## src/rtl/prewish_mentor.sv

```systemverilog
// Wishbone-style upstream sequencer for the blinky student: resets it, then strobes a table
// of LED masks into it with a dwell between loads. A debounced active-low button skips ahead.
//
// state   | meaning
// S_RST   | holding the student in reset after internal reset release
// S_LOAD  | strobing the current mask into the student
// S_DWELL | idle between loads; a button press cuts this short
module prewish_mentor #(
  parameter int                        NUM_PATTERNS  = 4,
  parameter logic [8*NUM_PATTERNS-1:0] PATTERNS      = 32'h80F0AAFF,
  parameter int                        RST_CYCLES    = 4,
  parameter int                        STB_CYCLES    = 2,
  parameter logic [23:0]               DWELL_CYCLES  = 24'd12000000,
  parameter int                        DEBOUNCE_BITS = 16
) (
  input  logic       CLK_I,
  input  logic       iN_RST_I,
  input  logic       iN_btn,
  output logic       RST_O,
  output logic       STB_O,
  output logic [7:0] DAT_O,
  output logic [3:0] pattern_idx
);

  localparam int PHASE_MAX = (RST_CYCLES > STB_CYCLES) ? RST_CYCLES : STB_CYCLES;
  localparam int PW        = (PHASE_MAX > 1) ? $clog2(PHASE_MAX) : 1;

  localparam logic [PW-1:0] RST_LAST   = PW'(RST_CYCLES - 1);
  localparam logic [PW-1:0] STB_LAST   = PW'(STB_CYCLES - 1);
  localparam logic [3:0]    LAST_IDX   = 4'(NUM_PATTERNS - 1);
  localparam logic [23:0]   DWELL_LAST = DWELL_CYCLES - 24'd1;

  typedef enum logic [1:0] {S_RST, S_LOAD, S_DWELL} state_t;

  function automatic logic [7:0] entry(input logic [3:0] k);
    logic [8*NUM_PATTERNS-1:0] shifted;
    shifted = PATTERNS >> {k, 3'b000};
    return shifted[7:0];
  endfunction

  // Reset asserts immediately but releases two edges after the pin rises.
  logic [1:0] rst_sync;
  logic       rst_n;

  always_ff @(posedge CLK_I or negedge iN_RST_I) begin
    if (!iN_RST_I) rst_sync <= 2'b00;
    else           rst_sync <= {rst_sync[0], 1'b1};
  end

  assign rst_n = rst_sync[1];

  logic [1:0]               btn_sync;
  logic                     btn_pressed;
  logic                     deb_pressed;
  logic [DEBOUNCE_BITS-1:0] deb_cnt;
  logic                     press;

  always_ff @(posedge CLK_I or negedge rst_n) begin
    if (!rst_n) btn_sync <= 2'b11;
    else        btn_sync <= {btn_sync[0], iN_btn};
  end

  assign btn_pressed = ~btn_sync[1];

  // Debounced level flips only after a full window of disagreeing samples.
  always_ff @(posedge CLK_I or negedge rst_n) begin
    if (!rst_n) begin
      deb_pressed <= 1'b0;
      deb_cnt     <= '0;
      press       <= 1'b0;
    end else begin
      press <= 1'b0;
      if (btn_pressed == deb_pressed) begin
        deb_cnt <= '0;
      end else if (deb_cnt == '1) begin
        deb_cnt     <= '0;
        deb_pressed <= btn_pressed;
        press       <= btn_pressed;
      end else begin
        deb_cnt <= deb_cnt + 1'b1;
      end
    end
  end

  state_t      state;
  logic [PW-1:0] phase_cnt;
  logic [23:0] dwell_cnt;
  logic [3:0]  next_idx;

  assign next_idx = (pattern_idx == LAST_IDX) ? 4'd0 : pattern_idx + 4'd1;

  always_ff @(posedge CLK_I or negedge rst_n) begin
    if (!rst_n) begin
      state       <= S_RST;
      phase_cnt   <= '0;
      dwell_cnt   <= '0;
      RST_O       <= 1'b1;
      STB_O       <= 1'b0;
      DAT_O       <= 8'h00;
      pattern_idx <= 4'd0;
    end else begin
      case (state)
        S_RST: begin
          if (phase_cnt == RST_LAST) begin
            phase_cnt   <= '0;
            RST_O       <= 1'b0;
            STB_O       <= 1'b1;
            DAT_O       <= entry(4'd0);
            pattern_idx <= 4'd0;
            state       <= S_LOAD;
          end else begin
            phase_cnt <= phase_cnt + 1'b1;
          end
        end
        S_LOAD: begin
          if (phase_cnt == STB_LAST) begin
            phase_cnt <= '0;
            STB_O     <= 1'b0;
            state     <= S_DWELL;
          end else begin
            phase_cnt <= phase_cnt + 1'b1;
          end
        end
        S_DWELL: begin
          // A press landing on the terminal count still yields a single advance.
          if (press || dwell_cnt == DWELL_LAST) begin
            dwell_cnt   <= '0;
            STB_O       <= 1'b1;
            DAT_O       <= entry(next_idx);
            pattern_idx <= next_idx;
            state       <= S_LOAD;
          end else begin
            dwell_cnt <= dwell_cnt + 24'd1;
          end
        end
        default: begin
          state     <= S_RST;
          phase_cnt <= '0;
          dwell_cnt <= '0;
          RST_O     <= 1'b1;
          STB_O     <= 1'b0;
        end
      endcase
    end
  end

endmodule
```

## config.mk

```make
export PLATFORM = sky130hd
export DESIGN_NAME = prewish_mentor
export DESIGN_NICKNAME = d
export VERILOG_FILES = /design/src/rtl/prewish_mentor.sv
export SDC_FILE = /design/constraint.sdc
export NUM_CORES = 1
export LEC_CHECK = 0
export CAP_MARGIN = 20
export CORE_ASPECT_RATIO = 1.25
export CORE_MARGIN = 1.5
export CORE_UTILIZATION = 61
export CTS_BUF_LIST = sky130_fd_sc_hd__clkbuf_16
export CTS_CLUSTER_SIZE = 8
export DETAILED_ROUTE_END_ITERATION = 10
export GPL_TIMING_DRIVEN = 0
export PLACE_DENSITY = 0.8
export SYNTH_ARGS = -nofsm -noshare
export SYNTH_HDL_FRONTEND = slang
export SYNTH_SLANG_ARGS = --single-unit
```

## constraint.sdc

```tcl
create_clock -name CLK_I -period 5 [get_ports CLK_I]
set_clock_uncertainty 0.05 [all_clocks]
set_input_delay 0.75 -clock CLK_I [delete_from_list [all_inputs] [get_ports CLK_I]]
set_output_delay 0.75 -clock CLK_I [all_outputs]
set_load 0.01 [all_outputs]
```

=== Word-level counts from Yosys, hierarchy flattened ===
Index checks and enable logic that the tools add are counted.

* Shift operators: 1
* Bitwise logic cells: 3
* Mux-type cells: 26
* Eq/ne operators: 11
* Reductions and logical operators: 9
* $add $sub $neg: 4

{| class="wikitable"
|+ Operators by type and width
! kind !! count
|-
| 24-bit case mux with 2 select lines || 1
|-
| 16-bit two-way mux || 2
|-
| 32-bit by 7-bit right shift with 8-bit output (first input constant) || 1
|-
| 24-bit by 1-bit adder with 24-bit output (second input constant) || 1
|-
| 24-bit equality test (second input constant) || 1
|-
| 24-bit two-way mux || 1
|-
| 16-bit by 1-bit adder with 16-bit output (second input constant) || 1
|-
| 16-bit equality test (second input constant) || 1
|-
| 8-bit two-way mux || 2
|-
| 8-bit case mux with 2 select lines || 1
|-
| 4-bit two-way mux || 3
|-
| 2-bit case mux with 3 select lines || 2
|-
| 2-bit two-way mux || 5
|-
| 4-bit case mux with 2 select lines || 1
|-
| 1-bit two-way mux || 6
|-
| 2-bit inequality test (second input constant) || 3
|-
| 3-bit AND reduction || 2
|-
| 4-bit by 1-bit adder with 4-bit output (second input constant) || 1
|-
| 2-bit by 1-bit equality test with 1-bit output (second input constant) || 2
|-
| 2-bit equality test (second input constant) || 2
|-
| 4-bit by 2-bit equality test with 1-bit output (second input constant) || 1
|-
| 2-bit AND reduction || 2
|-
| 2-bit OR reduction || 2
|-
| 1-bit NOT || 3
|-
| other kinds (7) || 7
|}

* Output and inout bits: 14
* Flip-flop bits (word level): 64

=== Depth between registers and ports, before layout ===
* Word-level depth: 5
* Depth in mapped cells: 8
* Gate-level depth less buffers: 7

=== Worst setup path after synthesis ===
No wires, ideal clock.

* Kind: flip-flop to flip-flop
* Start point: register state[0]
* End point: register dwell_cnt[23]
* Path buffers: 1
* Library setup time: 0.132 ns
* Required time: 4.818 ns
* Cell stages (with the launch flop): 9
* Clock period less this slack: 2.042 ns
* Slack: 2.958 ns
* Arrival: 1.861 ns
* Cells stage by stage: dfrtp_1 -> inv_1 -> ha_1 -> nor2_1 -> nand4_1 -> clkbuf_1 -> nor4_1 -> xnor2_1 -> nor2_1

* Word-level cells in the longest chain between the ends: 3

{| class="wikitable"
|+ RTL lines
! element !! RTL line !! source
|-
| start: declaration || 85 || <nowiki>state_t state;</nowiki>
|-
| start signal: assignment || 94 || <nowiki>state <= S_RST;</nowiki>
|-
| start signal: assignment || 110 || <nowiki>state <= S_LOAD;</nowiki>
|-
| start signal: assignment || 119 || <nowiki>state <= S_DWELL;</nowiki>
|-
| 2-bit by 1-bit equality test with 1-bit output / 2-bit zero test (equally long branches) || 102 || <nowiki>case (state)</nowiki>
|-
| 2-bit OR reduction (no line) || - ||
|-
| 24-bit case mux with 2 select lines || 102 ||
|-
| end signal: assignment || 133 || <nowiki>dwell_cnt <= dwell_cnt + 24'd1;</nowiki>
|-
| end: declaration || 87 || <nowiki>logic [23:0] dwell_cnt;</nowiki>
|}

Several ways; a longest one is shown, not always the timed one.
A chain may end at the register's enable or synchronous reset.

=== Final worst setup path ===
* Start point: register state[1]
* End point: register dwell_cnt[23]

The elaborated chain is that of the path after synthesis.

==> impl_metrics.json <==
{
  "clk_pin_slew_worst_paths_ns": 0.05,
  "fp-row-count": 29,
  "synth_fp_nets": 343,
  "io_buffers": 16,
  "min_period_over_period_pct": 49.69,
  "clock-root-buffer": "clkbuf_16",
  "netlist_area_um2": 3149,
  "finalSetupTns_ns": 0,
  "die_y_um": 83.34,
  "cts_buffer_depth": 2,
  "antenna_found_initial": 0,
  "cts_buffers": 9,
  "path_max_fanout": 10,
  "crit_required_ns": 5.14,
  "synth_most_common_cell": "dfrtp_1",
  "worstSetupEndpointType": "register",
  "cts_tree": "yes",
  "io_pins": 17,
  "hold_viol_final": 0,
  "synth.distinct_cells": 50,
  "ant_nets": 0,
  "overflow": 0,
  "r2r_slack_ns": 2.52,
  "drt-pass1-iter-count": 5,
  "max-cap-violations": 0,
  "worstReg2RegStart": "state[1]",
  "synth_edf_count": 0,
  "vdd_ir_drop_max_mv": 0.2263,
  "status": "complete, no violations",
  "final_core_util_pct": 74.69,
  "yosysSeqAreaShare_pct": 48.59,
  "synth_top_area_share_pct": 46.09,
  "hold_class": "register to async pin",
  "yosysTopAreaCell": "dfrtp_1",
  "cts.sinks": 61,
  "die_x_um": 67.27,
  "place_hpwl_um": 4266,
  "initial_utilization_pct": 62.89,
  "drv_slew": 0,
  "drtIter0Drc": 242,
  "post-cts-setup-buffers": 0,
  "fmax_mhz": 402.5,
  "die_area_um2": 5606,
  "reg2reg_depth": 8,
  "path_class": "register to register",
  "start_kind": "register",
  "relSlewSlack_pct": 59.00,
  "fin_ws_ns": 2.516,
  "vias": 2467,
  "cts_resized": 0,
  "avgSynthCellArea_um2": 9.543,
  "ys_seq_elements": 61,
  "synthToLayoutAreaGrowth_pct": 18.75,
  "cp_data_arrival_time_ns": 2.63,
  "drc": 0,
  "nNetsFinal": 371,
  "dpl_worst_slack_ns": 2.551,
  "synth_area_leaders": "dfrtp_1, nor2_1, xnor2_1, ha_1, nand2_1",
  "p_per_area_nw_per_um2": 322.3,
  "finalSetupViolCount": 0,
  "num_antenna_cells": 0,
  "cts_hold_buf": 0,
  "grt_max_degree": 33,
  "grt_pass1_vias": 2467,
  "ys_warn_count": 0,
  "clk_latency_ns": 0.33,
  "min_period_ns": 2.484,
  "p_leak_nw": 1.633,
  "worst-slew-pin-transition_ns": 0.6094,
  "grt_usage_pct": 25.48,
  "drive_above_1_share_pct": 9.642,
  "grt_first_pass_wirelength_um": 10790,
  "core_area_um2": 5007,
  "htree_levels": 3,
  "gp_congestion": 0.8115,
  "netlist_instances": 330,
  "vias_per_cell": 5.805,
  "wl_um": 6270,
  "synthArstFlopShare_pct": 100.0,
  "synth_common_cells": "dfrtp_1, nor2_1, nand2_1, nand3_1, xnor2_1",
  "wl_per_cell_um": 14.75,
  "rsz0062_at_grt": "no",
  "ys.flop_type": "dfrtp_1",
  "startpoint": "state[1]"
}
[path summary, 6_finish.rpt]
| kind | endpoint |
|---|---|
| max | dwell_cnt[23] |
| min | dwell_cnt[4] |
| max reg2reg | dwell_cnt[23] |
| min reg2reg | dwell_cnt[4] |
| max in group asynchronous | RST_O |
| min in group CLK_I | rst_sync[1] |
[routing by layer]
metal	track usage (%)	vias to the layer above	share of wire, %
li1	-	1195	-
met1	30.21	1200	41
met2	42.93	58	53
met3	4.607	14	3.1
met4	12.99	0	2.4
met5	0	-	0
[state kept, by name, indices dropped and copies added (netlist names)]
signal / cells
deb_cnt: 16
state: 2
press: 1
DAT_O: 5
dwell_cnt: 24
rst_sync: 2
phase_cnt: 2
btn_sync: 2
deb_pressed: 1
pattern_idx: 4
STB_O: 1
RST_O: 1
[metrics by stage]
| step | hold WS, ns | area (um^2) | std cells | total power, mW |
|---|---|---|---|---|
| final | 0.2296 | 3740 | 425 | 1.205 |
| after global placement | 0.2856 | 3387 | 408 | 0.5272 |
| after CTS | 0.2571 | 3740 | 425 | 1.212 |
| after detailed placement | 0.2555 | 3408 | 409 | 0.5295 |
| after global routing | 0.3041 | 3740 | 425 | 1.237 |
| after floorplan | 0.2812 | 3149 | 330 | 0.5213 |
[cells by family (layout without fill, tap and decap cells)]
family | Yosys count | after routing | share of synthesized area, %
simple gates | 151 | 151 | 24.35
flops | 61 | 61 | 48.59
compound gates | 41 | 41 | 8.424
buf+inv | 30 | 63 | 4.092
xor+xnor | 29 | 29 | 8.065
fa+ha+maj | 10 | 10 | 3.973
mux | 7 | 7 | 2.384
other cells | 1 | 1 | 0.1191
[cell type report]
type | count | area [um^2]
tap | 62 | 77.57
fill | 337 | 1267
sequential | 61 | 1531
multi-input combinational | 239 | 1490
clock inverter | 7 | 106.4
buffer | 13 | 65.06
clock buffer | 9 | 225.2
timing repair buffer | 17 | 180.2
inverter | 17 | 63.81
[cell usage in the layout, fill, tap and decap left out, drive strengths merged, types with 2 or more instances in the layout]
cell type	instances
inv	19
clkbuf	15
nand3	19
o22a	3
a22o	2
nand2	32
xnor2	18
bufinv	3
nor3	10
or2	4
mux2i	3
nor4	10
and3	5
clkinv	2
nor2	46
a21oi	9
o22ai	2
or4	2
o21ai	14
dfstp	3
nand4bb	2
mux2	4
clkdlybuf4s50	16
nand4	6
ha	10
xor2	11
nand2b	5
or3	4
and4	4
buf	8
dfrtp	58
[worst max-delay path, cell delays in order, from the launching register on]
cell and delay [ns]:
dfrtp_1 0.39, inv_1 0.08, ha_1 0.28, nor2_1 0.42, nand4_1 0.26, clkbuf_1 0.27
nor4_1 0.38, xnor2_1 0.16, nor2_1 0.05
[where the power goes]
part | switching [mW] | leakage, nW | internal, mW
logic | 0.00939 | 0.676 | 0.00546
registers | 0.00685 | 0.787 | 0.499
clock network | 0.205 | 0.169 | 0.479
total | 0.222 | 1.63 | 0.984
No activity file was read; power rests on OpenSTA's default activity.
